File: src/rtl/rst_pkg.sv
// Shared definitions for the reset sequencer: FSM state codes and a sizing helper.
package rst_pkg;

    // FSM state encoding (2 bits)
    localparam logic [1:0] ST_HOLD = 2'd0;
    localparam logic [1:0] ST_REL  = 2'd1;
    localparam logic [1:0] ST_RUN  = 2'd2;

    // Larger of two non-negative integers; sizes the shared hold/gap counter
    function automatic int max_u(input int a, input int b);
        return (a > b) ? a : b;
    endfunction

endpackage

File: src/rtl/rst_sync_chain.sv
// Flop chain that brings an asynchronous level into the clk_sys domain.
// A synchronous active-low clear empties the whole chain.
module rst_sync_chain #(
    parameter int STAGES = 2
) (
    input  logic clk_sys,
    input  logic rst_n,
    input  logic d,
    output logic q
);

    logic [STAGES-1:0] sync_q;
    logic [STAGES-1:0] sync_d;

    // Shift the input one stage deeper every cycle
    always_comb begin
        sync_d = {sync_q[STAGES-2:0], d};
    end

    // Chain register with synchronous clear
    always_ff @(posedge clk_sys) begin
        if (!rst_n) begin
            sync_q <= '0;
        end else begin
            sync_q <= sync_d;
        end
    end

    assign q = sync_q[STAGES-1];

endmodule

File: src/rtl/rst_n_seq.sv
// Reset sequencer: holds every reset domain low for MIN_ASSERT cycles after all
// reset sources go quiet, then releases the domains one by one, RELEASE_GAP
// cycles apart, bit 0 first. A synchronised soft request aborts and restarts
// the sequence from any point.
//
// Handshake: there is no valid/ready pair here. soft_rst_req is a level that the
// requester must hold for at least SYNC_STAGES+1 cycles; rst_done is a level
// that is 1 exactly while the FSM is in RUN.
module rst_n_seq
    import rst_pkg::*;
#(
    parameter int NUM_OUT     = 4,
    parameter int SYNC_STAGES = 2,
    parameter int MIN_ASSERT  = 16,
    parameter int RELEASE_GAP = 8
) (
    input  logic               clk_sys,
    input  logic               rst_n,
    input  logic               soft_rst_req,
    output logic [NUM_OUT-1:0] rst_out_n,
    output logic               rst_done,
    output logic               rst_cause,
    output logic [1:0]         dbg_state
);

    localparam int CNT_MAX = max_u(MIN_ASSERT, RELEASE_GAP);
    localparam int CNT_W   = (CNT_MAX > 1) ? $clog2(CNT_MAX) : 1;
    localparam int IDX_W   = $clog2(NUM_OUT + 1);

    localparam logic [CNT_W-1:0] HOLD_LAST = CNT_W'(MIN_ASSERT - 1);
    localparam logic [CNT_W-1:0] GAP_LAST  = CNT_W'(RELEASE_GAP - 1);
    localparam logic [IDX_W-1:0] IDX_LAST  = IDX_W'(NUM_OUT - 1);
    localparam logic [IDX_W-1:0] IDX_ONE   = IDX_W'(1);

    logic                req_s;
    logic [1:0]          state_q,     state_d;
    logic [CNT_W-1:0]    cnt_q,       cnt_d;
    logic [IDX_W-1:0]    idx_q,       idx_d;
    logic [NUM_OUT-1:0]  rst_out_n_q, rst_out_n_d;
    logic                rst_done_q,  rst_done_d;
    logic                rst_cause_q, rst_cause_d;

    rst_sync_chain #(
        .STAGES (SYNC_STAGES)
    ) u_req_sync (
        .clk_sys (clk_sys),
        .rst_n   (rst_n),
        .d       (soft_rst_req),
        .q       (req_s)
    );

    // State, counters and output registers; rst_n forces the held-in-reset values
    always_ff @(posedge clk_sys) begin
        if (!rst_n) begin
            state_q     <= ST_HOLD;
            cnt_q       <= '0;
            idx_q       <= '0;
            rst_out_n_q <= '0;
            rst_done_q  <= 1'b0;
            rst_cause_q <= 1'b0;
        end else begin
            state_q     <= state_d;
            cnt_q       <= cnt_d;
            idx_q       <= idx_d;
            rst_out_n_q <= rst_out_n_d;
            rst_done_q  <= rst_done_d;
            rst_cause_q <= rst_cause_d;
        end
    end

    // Next-state logic: a soft request always returns to HOLD; HOLD itself
    // just keeps waiting while the request stays high
    always_comb begin
        state_d = state_q;
        unique case (state_q)
            ST_HOLD: begin
                if (!req_s && cnt_q == HOLD_LAST) begin
                    state_d = (NUM_OUT == 1) ? ST_RUN : ST_REL;
                end
            end
            ST_REL: begin
                if (req_s) begin
                    state_d = ST_HOLD;
                end else if (cnt_q == GAP_LAST && idx_q == IDX_LAST) begin
                    state_d = ST_RUN;
                end
            end
            ST_RUN: begin
                if (req_s) begin
                    state_d = ST_HOLD;
                end
            end
            default: state_d = ST_HOLD;
        endcase
    end

    // Output/datapath logic: counter, release index and the registered reset bits
    always_comb begin
        cnt_d       = cnt_q;
        idx_d       = idx_q;
        rst_out_n_d = rst_out_n_q;
        rst_done_d  = rst_done_q;
        rst_cause_d = rst_cause_q;
        unique case (state_q)
            ST_HOLD: begin
                rst_out_n_d = '0;
                rst_done_d  = 1'b0;
                if (req_s) begin
                    // hold time restarts only once the request has gone away
                    cnt_d = '0;
                end else if (cnt_q == HOLD_LAST) begin
                    cnt_d       = '0;
                    rst_out_n_d = NUM_OUT'(1);
                    idx_d       = IDX_ONE;
                    rst_done_d  = (NUM_OUT == 1);
                end else begin
                    cnt_d = cnt_q + CNT_W'(1);
                end
            end
            ST_REL: begin
                if (req_s) begin
                    // abort: already released channels drop back into reset
                    rst_out_n_d = '0;
                    rst_done_d  = 1'b0;
                    cnt_d       = '0;
                    idx_d       = '0;
                    rst_cause_d = 1'b1;
                end else if (cnt_q == GAP_LAST) begin
                    for (int i = 0; i < NUM_OUT; i++) begin
                        if (idx_q == IDX_W'(i)) begin
                            rst_out_n_d[i] = 1'b1;
                        end
                    end
                    idx_d      = idx_q + IDX_ONE;
                    cnt_d      = '0;
                    rst_done_d = (idx_q == IDX_LAST);
                end else begin
                    cnt_d = cnt_q + CNT_W'(1);
                end
            end
            ST_RUN: begin
                if (req_s) begin
                    rst_out_n_d = '0;
                    rst_done_d  = 1'b0;
                    cnt_d       = '0;
                    idx_d       = '0;
                    rst_cause_d = 1'b1;
                end
            end
            default: begin
                rst_out_n_d = '0;
                rst_done_d  = 1'b0;
                cnt_d       = '0;
                idx_d       = '0;
            end
        endcase
    end

    assign rst_out_n = rst_out_n_q;
    assign rst_done  = rst_done_q;
    assign rst_cause = rst_cause_q;
    assign dbg_state = state_q;

endmodule

File: config.mk
export PLATFORM = sky130hd
export DESIGN_NAME = rst_n_seq
export DESIGN_NICKNAME = d
export VERILOG_FILES = /design/src/rtl/rst_pkg.sv /design/src/rtl/rst_sync_chain.sv /design/src/rtl/rst_n_seq.sv
export SDC_FILE = /design/constraint.sdc
export NUM_CORES = 1
export LEC_CHECK = 0
export ABC_AREA = 0
export CAP_MARGIN = 20
export CORE_ASPECT_RATIO = 0.8
export CORE_MARGIN = 2
export CORE_UTILIZATION = 30
export DETAILED_ROUTE_END_ITERATION = 7
export PLACE_DENSITY = 0.49
export SETUP_SLACK_MARGIN = 0.02
export SLEW_MARGIN = 30
export SYNTH_ARGS = -nofsm -noshare
export SYNTH_HDL_FRONTEND = slang
export SYNTH_HIERARCHICAL = 1
export SYNTH_SLANG_ARGS = --single-unit
File: constraint.sdc
create_clock -name clk_sys -period 1.6 [get_ports clk_sys]
set_input_delay 0.4 -clock clk_sys [delete_from_list [all_inputs] [get_ports clk_sys]]
set_output_delay 0.4 -clock clk_sys [all_outputs]
set_load 0.005 [all_outputs]
==> results of run 1 <==
[registers in the layout, summed over array words and instances (netlist names)]
name,cells
rst_cause,1
idx_q,3
rst_done,1
u_req_sync/sync_q,2
cnt_q,4
dbg_state,2
rst_out_n,4
[per-layer routing]
layer	track usage	up-vias	routed length [microns]
li1	-	399	-
met1	0.173	372	1060
met2	0.198	13	952
met3	0.0481	5	75
met4	0.0578	0	42
met5	0	-	0
[timing repair]
action,CTS,global route
endpoints found under the setup margin,2,8
pin swaps,0,2
gates resized for setup,2,7
setup buffers,0,0
[cell type report]
cell class | instances | area, sq um
flip-flops and latches | 17 | 343
inverters | 6 | 22.5
multi-input cells | 75 | 596
well taps | 40 | 50.0
fillers | 312 | 1830
clock buffers | 4 | 45.0
repair buffers | 17 | 153
[stage by stage]
step	power [mW]	hold WS (ps)	cell area (sq um)
2_1_floorplan	0.474	412	945
3_3_place_gp	0.495	421	1120
3_5_place_dp	0.495	423	1120
4_1_cts	0.835	440	1170
5_1_grt	0.865	446	1210
6_report	0.830	435	1210
[synth_stat cells, drive strengths merged, types with 2 or more instances]
cell	instances	area share
a21oi	7	0.041
and2	5	0.033
buf	3	0.025
dfxtp	17	0.36
ha	9	0.12
inv	6	0.024
mux2i	2	0.021
nand2	5	0.020
nand2b	2	0.013
nand3	3	0.016
nand3b	2	0.016
nor2	10	0.042
nor2b	2	0.013
nor3	3	0.016
nor3b	2	0.016
o21a	3	0.024
o21ai	3	0.020
o32ai	3	0.036
[cell usage in the layout (no fill, tap or decap), types with 3 or more instances in the layout]
cell / count
nor3_1: 3
dfxtp_1: 15
clkdlybuf4s50_1: 10
inv_1: 6
o21a_1: 3
buf_4: 7
ha_1: 5
clkbuf_8: 3
and2_1: 5
a21oi_1: 6
nor2_1: 9
nand2_1: 5
nand3_1: 3
[report_power, final]
part / leakage, nW / switching, mW / internal, mW
clock network: 0.0228 / 0.160 / 0.178
logic: 0.298 / 0.0222 / 0.0255
registers: 0.139 / 0.0129 / 0.432
[worst paths after layout]
kind	to	slack (ps)	depth (start not counted)
setup / recovery	dbg_state[1]	50	1
hold / removal	u_req_sync/sync_q[1]	430	1
setup reg to reg	dbg_state[1]	100	6
hold reg to reg	u_req_sync/sync_q[1]	430	1
[logic make-up after synthesis]
group / count (synthesis)
muxes: 2
buffers and inverters: 9
AOI/OAI and AO/OA: 25
DFF: 17
adders and majority gates: 9
and+or+nand+nor: 39
==> results.json, run 1 <==
{
  "ir_drop_v": 0.000359,
  "cts_buffers": 3,
  "dp.cells": 155,
  "relSlewSlack": 0.697,
  "diodes": 0,
  "synth_area_sq_um": 945,
  "synth.distinct_cells": 39,
  "place_congestion": 0.752,
  "required_ps": 1200,
  "drt_iter0_drc": 19,
  "drt-total-wl_mm": 2.13,
  "clk_path_buf_depth": 2,
  "grt_usage": 0.133,
  "finalMaxSlewViolations": 0,
  "post-place-ws_ps": -8.90,
  "status": "completed",
  "ant_nets": 0,
  "avgSynthCellArea_sq_um": 9.35,
  "synthAdderAreaFrac": 0.119,
  "worst-path-max-fanout": 4,
  "start_kind": "register",
  "postCtsHoldBufs": 0,
  "synth.area.mux_share": 0.0212,
  "cp_top_family": "buffers and inverters",
  "yosysWarnings": 6,
  "post_drt_via_cell_ratio": 4.96,
  "drc_errors": 0,
  "power.density_nw_per_um2": 687,
  "crit_type": "reg2out",
  "wire_per_inst_microns": 13.4,
  "slowest_stage": "clkdlybuf4s50_1",
  "fin_cells": 159,
  "vias": 789,
  "postLayoutCoreUtil": 0.398,
  "end_kind": "output pin",
  "synth_seq_cells": 17,
  "synthCells": 101,
  "max_freq_mhz": 645,
  "crit_arrival_ps": 1150,
  "dieArea_sq_um": 3620,
  "synthXorXnorAreaFrac": 0,
  "slowest_delay_ps": 520,
  "hold_class": "reg2reg",
  "synth_ff_type": "dfxtp_1",
  "grt_max_degree": 12,
  "io_buffers": 10,
  "clkLatencyLatePin_ps": 260,
  "antenna_found_initial": 0,
  "nNetsFinal": 132,
  "core_area_sq_um": 3040,
  "grt_pass1_vias": 724,
  "hp-start": "u_req_sync/sync_q[0]",
  "path_cells": "clkdlybuf4s50_1",
  "fin_ws_ps": 48.5,
  "cts-htree-levels": 1,
  "dr.pass1.iters": 4,
  "clkSinkCount": 17,
  "io_pins": 11,
  "crit_path_start": "dbg_state[1]",
  "drv_cap": 0,
  "drive_above_1_share": 0.193,
  "skew_ps": 1.56,
  "rr_startpoint": "dbg_state[0]",
  "dieHeight_microns": 54.2,
  "rows": 18,
  "cts_tree": "built",
  "critPathBufInv": 1,
  "rsz0062_at_grt": "yes",
  "root_buffer": "clkbuf_8",
  "syn_to_final_growth_pct": 27.9,
  "setup_viol": 0,
  "hold_viol": 0,
  "die_x_microns": 66.7,
  "grt_pass1_wl_mm": 3.46,
  "synth_top_family_by_area": "simple AND/OR/NAND/NOR gates",
  "synth_fp_nets": 113,
  "start_util": 0.311,
  "synth_edf_count": 0,
  "synth_compound_area_frac": 0.217,
  "tightestPinTransition_ps": 454,
  "place_hpwl_mm": 1.56,
  "final.min_clock_period_ps": 1550,
  "overflow": 0,
  "setup_tns_ps": 0,
  "yosysSeqAreaShare": 0.360,
  "synthSimpleGateAreaFrac": 0.233,
  "synthArstFlopShare": 0,
  "period_share": 0.970,
  "clk_pin_slew_ps": 70,
  "power.leakage_nw": 0.459
}
Power figures use the tool's default switching activity.
==> run 2: changes to the inputs <==
--- a/config.mk
+++ b/config.mk
@@ -6,9 +6,8 @@
 export NUM_CORES = 1
 export LEC_CHECK = 0
 export ABC_AREA = 0
-export CAP_MARGIN = 20
 export CORE_ASPECT_RATIO = 0.8
-export CORE_MARGIN = 2
+export CORE_MARGIN = 1.5
 export CORE_UTILIZATION = 30
 export DETAILED_ROUTE_END_ITERATION = 7
 export PLACE_DENSITY = 0.49
==> run 2 against run 1 <==
Hold slack improved by 1.9 ps. Global-route usage rose by 0.43 points. Fmax rose by 0.86%.
==> results.json, run 2 (synthesis gave the netlist of run 1 again) <==
{
  "period_share": 0.961,
  "crit_arrival_ps": 1140,
  "cp_top_family": "buffers and inverters",
  "register_area_sq_um": 345,
  "post_drt_via_cell_ratio": 4.86,
  "drc_errors": 0,
  "path_cells": "clkdlybuf4s50_1",
  "io_buffers": 10,
  "slowest_stage": "clkdlybuf4s50_1",
  "start_kind": "register",
  "setup_viol": 0,
  "rows": 18,
  "fill_cells": 321,
  "whs_path_depth": 1,
  "multi_input_area_sq_um": 603,
  "cts-htree-levels": 1,
  "relSlewSlack": 0.703,
  "io_pins": 11,
  "postCtsHoldBufs": 0,
  "place_area_sq_um": 1130,
  "mostFrequentLayoutCells": "dfxtp_1 (15), clkdlybuf4s50_1 (10), nor2_1 (8), buf_4 (8), a21oi_1 (6)",
  "place_congestion": 0.790,
  "power.total_uw": 800,
  "syn_to_final_growth_pct": 29.8,
  "nNetsFinal": 133,
  "place_hpwl_mm": 1.62,
  "hp-start": "u_req_sync/sync_q[0]",
  "status": "completed",
  "worst-path-stages": 1,
  "clk_path_buf_depth": 2,
  "drive_above_1_share": 0.225,
  "grt_max_degree": 12,
  "required_ps": 1200,
  "cts_buffers": 3,
  "ant_nets": 0,
  "cts_tree": "built",
  "ir_drop_v": 0.000337,
  "finalMaxSlewViolations": 0,
  "rr_endpoint": "cnt_q[3]",
  "clkLatencyLatePin_ps": 250,
  "max_freq_mhz": 650,
  "tightestPinTransition_ps": 444,
  "grt_pass1_wl_mm": 3.50,
  "hold_viol": 0,
  "post-place-ws_ps": 0.775,
  "dieHeight_microns": 53.2,
  "rsz0062_at_grt": "yes",
  "diodes": 0,
  "slowest_delay_ps": 520,
  "antenna_found_initial": 0,
  "crit_type": "reg2out",
  "dieArea_sq_um": 3500,
  "grt_pass1_vias": 731,
  "start_util": 0.311,
  "overflow": 0,
  "end_kind": "output pin",
  "skew_ps": 1.16,
  "clkSinkCount": 17,
  "fin_ws_ps": 61.8,
  "die_x_microns": 65.7,
  "drv_cap": 0,
  "final_common_cell": "dfxtp_1",
  "drt-total-wl_mm": 2.11,
  "stdcell_area_sq_um": 1230,
  "power.density_nw_per_um2": 653,
  "vias": 778,
  "final.min_clock_period_ps": 1540,
  "critPathBufInv": 1,
  "wire_per_inst_microns": 13.2,
  "min_to": "u_req_sync/sync_q[1]",
  "rr_startpoint": "dbg_state[1]",
  "power.leakage_nw": 0.466,
  "clk_pin_slew_ps": 60,
  "rrSetupSlack_ps": 90,
  "dr.pass1.iters": 3,
  "root_buffer": "clkbuf_8",
  "worst-path-max-fanout": 4,
  "r2r_cells": 6,
  "hold_class": "reg2reg",
  "core_area_sq_um": 3040,
  "grt_usage": 0.137,
  "drt_iter0_drc": 31
}
-- run 2: worst max-delay path by stage --
stage / slack (ps) / endpoint / startpoint
after detailed placement: 0.8 / dbg_state[1] / dbg_state[0]
after floorplan: 60 / dbg_state[1] / dbg_state[1]
after global routing: 4 / cnt_q[1] / dbg_state[1]
after global placement: -40 / dbg_state[1] / dbg_state[0]
after CTS: 20 / dbg_state[1] / dbg_state[1]
final: 60 / dbg_state[1] / dbg_state[1]
-- run 2: worst reg2reg max path, cell delays in order, from the launching register on --
cell	delay, ps
dfxtp_2	350
inv_1	140
ha_4	200
mux2i_1	100
a311oi_2	390
o21ai_1	120
a21oi_1	160
-- run 2: through the flow --
step | TNS (ps) | cells | hold slack [ps] | util
3_5_place_dp | 0 | 156 | 424 | 0.372
3_3_place_gp | -44.7 | 156 | 417 | 0.372
2_1_floorplan | 0 | 101 | 412 | -
6_report | 0 | 160 | 437 | 0.403
5_1_grt | 0 | 160 | 443 | 0.403
4_1_cts | 0 | 160 | 445 | 0.388
-- run 2: metal layers --
layer,GRT usage,part of all wire,up-vias
met5,0,0,-
met4,0.0417,0.0081,0
met3,0.0468,0.026,2
met2,0.217,0.45,6
met1,0.176,0.52,372
li1,-,-,398
-- run 2: area by class of cell --
type | count | share of cell area
clock buffers | 4 | 0.0367
inverters | 6 | 0.0184
multi-input cells | 75 | 0.492
flip-flops and latches | 17 | 0.282
well taps | 40 | 0.0408
repair buffers | 18 | 0.131
-- run 2: power breakdown --
part / total, mW / switching [mW] / leakage [nW] / internal [mW]
clock: 0.315 / 0.139 / 0.0228 / 0.176
sequential: 0.441 / 0.0112 / 0.139 / 0.430
combinational: 0.0436 / 0.0208 / 0.304 / 0.0228
total: 0.800 / 0.171 / 0.466 / 0.629
-- run 2: what timing repair did --
action                     CTS  global route
resized for setup            1            12
setup buffers                0             0
gates cloned                 0             0
setup endpoints to repair    2            11
hold endpoints to repair     0             0
pin swaps                    1             2
==> run 3: changes to the inputs <==
--- a/config.mk
+++ b/config.mk
@@ -11,6 +11,7 @@
 export CORE_UTILIZATION = 30
 export DETAILED_ROUTE_END_ITERATION = 7
 export PLACE_DENSITY = 0.49
+export REMOVE_ABC_BUFFERS = 1
 export SETUP_SLACK_MARGIN = 0.02
 export SLEW_MARGIN = 30
 export SYNTH_ARGS = -nofsm -noshare
==> run 3 against run 2 <==
Cell count down 0.63%. Count of clock-buffer cells in the layout down 1. Via count down 0.39%. Sequential share of layout area about the same. Utilization up 0.41 points. Global-route usage up 0.14 points. First-iteration DRC count down 6.5%. Flip-flop and latch count unchanged. Routed wire length up 2.4%. Power up 2.1%. Critical endpoint is now dbg_state[0]. Largest cell class unchanged. Highest routed layer unchanged.
==> results.json, run 3 (synthesis gave the netlist of run 1 again) <==
{
  "grt_usage": 0.139,
  "stdcell_area_sq_um": 1240,
  "power.density_nw_per_um2": 660,
  "root_buffer": "clkbuf_8",
  "antenna_found_initial": 0,
  "grt_max_degree": 11,
  "dieArea_sq_um": 3500,
  "rsz0062_at_grt": "yes",
  "place_congestion": 0.804,
  "drt_iter0_drc": 29,
  "critPathBufInv": 1,
  "power_frac_seq": 0.538,
  "final.min_clock_period_ps": 1530,
  "cts-htree-levels": 1,
  "pwr-share-comb": 0.060,
  "dieHeight_microns": 53.2,
  "end_kind": "output pin",
  "core_area_sq_um": 3040,
  "place_area_sq_um": 1120,
  "ir_drop_v": 0.000497,
  "clkLatencyLatePin_ps": 250,
  "rrSetupSlack_ps": 70,
  "place_hpwl_mm": 1.59,
  "overflow": 0,
  "wire_per_inst_microns": 13.6,
  "drt-total-wl_mm": 2.16,
  "io_pins": 11,
  "dr.pass1.iters": 4,
  "setup_viol": 0,
  "power.total_uw": 817,
  "fin_cells": 159,
  "mostFrequentLayoutCells": "dfxtp_1 (14), clkdlybuf4s50_1 (10), nor2_1 (8), buf_4 (7), a21oi_1 (6)",
  "power.leakage_nw": 0.467,
  "hold_viol": 0,
  "post_drt_via_cell_ratio": 4.87,
  "tightestPinTransition_ps": 369,
  "p_sw_uw": 190,
  "cts_setup_buffers": 0,
  "cts_tree": "built",
  "status": "completed",
  "p_clk_frac": 0.402,
  "diodes": 0,
  "die_x_microns": 65.7,
  "drive_above_1_share": 0.244,
  "finalMaxSlewViolations": 0,
  "grt_pass1_wl_mm": 3.59,
  "worst-path-max-fanout": 4,
  "clk_path_buf_depth": 2,
  "rows": 18,
  "ant_nets": 0,
  "p_sw_frac": 0.233,
  "postCtsHoldBufs": 0,
  "cp_top_family": "buffers and inverters",
  "syn_to_final_growth_pct": 31.1,
  "drc_errors": 0,
  "p_int_uw": 627,
  "crit_arrival_ps": 1130,
  "cts_buffers": 3,
  "grt_pass1_vias": 770,
  "hold_class": "reg2reg",
  "nNetsFinal": 132,
  "start_util": 0.311,
  "max_freq_mhz": 652,
  "clk_pin_slew_ps": 70,
  "path_cells": "clkdlybuf4s50_1",
  "dp.cells": 155,
  "required_ps": 1200,
  "drv_cap": 0,
  "relSlewSlack": 0.753,
  "crit_type": "reg2out",
  "skew_ps": 2.11,
  "slowest_delay_ps": 500,
  "vias": 775,
  "clkSinkCount": 17,
  "period_share": 0.959,
  "holdWs_ps": 436,
  "final_common_cell": "dfxtp_1",
  "start_kind": "register",
  "slowest_stage": "clkdlybuf4s50_1",
  "io_buffers": 10
}
run 3: cell count changes in the layout (fill, tap and decap cells not counted), sizes merged:
cell | previous run | this run
buf | 8 | 7
clkinv | 0 | 1
clkbuf | 4 | 3
run 3: through the flow:
step | setup slack [ps] | setup TNS, ps | utilization
2_1_floorplan | 62.7 | 0 | -
3_3_place_gp | -39.8 | -39.8 | 0.370
3_5_place_dp | -2.85 | -2.85 | 0.370
4_1_cts | 28.4 | 0 | 0.386
5_1_grt | 4.56 | 0 | 0.407
6_report | 65.7 | 0 | 0.407
run 3: path summary, 6_finish.rpt:
check / startpoint / endpoint / depth (start not counted)
setup reg to reg: dbg_state[0] / dbg_state[1] / 6
hold / removal: u_req_sync/sync_q[0] / u_req_sync/sync_q[1] / 1
setup / recovery: dbg_state[0] / dbg_state[0] / 1
hold reg to reg: u_req_sync/sync_q[0] / u_req_sync/sync_q[1] / 1
run 3: metal layers:
metal	up-vias	GRT usage	wire length (microns)	part of all wire
met3	2	0.0383	62	0.029
li1	394	-	-	-
met5	-	0	0	0
met1	365	0.172	1090	0.51
met2	14	0.234	992	0.46
met4	0	0.0417	10	0.0046
run 3: area by class of cell:
type,count,area (sq um)
well taps,40,50.0
fillers,314,1800
multi-input cells,75,618
inverters,6,22.5
clock inverters,1,5.00
repair buffers,17,153
flip-flops and latches,17,349
clock buffers,3,41.3
run 3: timing repair:
item,4_1_cts,5_1_grt
gates resized for setup,2,15
pin swaps,0,1
setup endpoints to repair,3,11
run 3: power by group through the flow:
stage / combinational [mW] / sequential [mW] / clock (mW)
6_report: 0.0493 / 0.440 / 0.329
5_1_grt: 0.0558 / 0.440 / 0.359
4_1_cts: 0.0449 / 0.440 / 0.342
3_5_place_dp: 0.0447 / 0.449 / 0
3_3_place_gp: 0.0450 / 0.450 / 0
2_1_floorplan: 0.0227 / 0.449 / 0
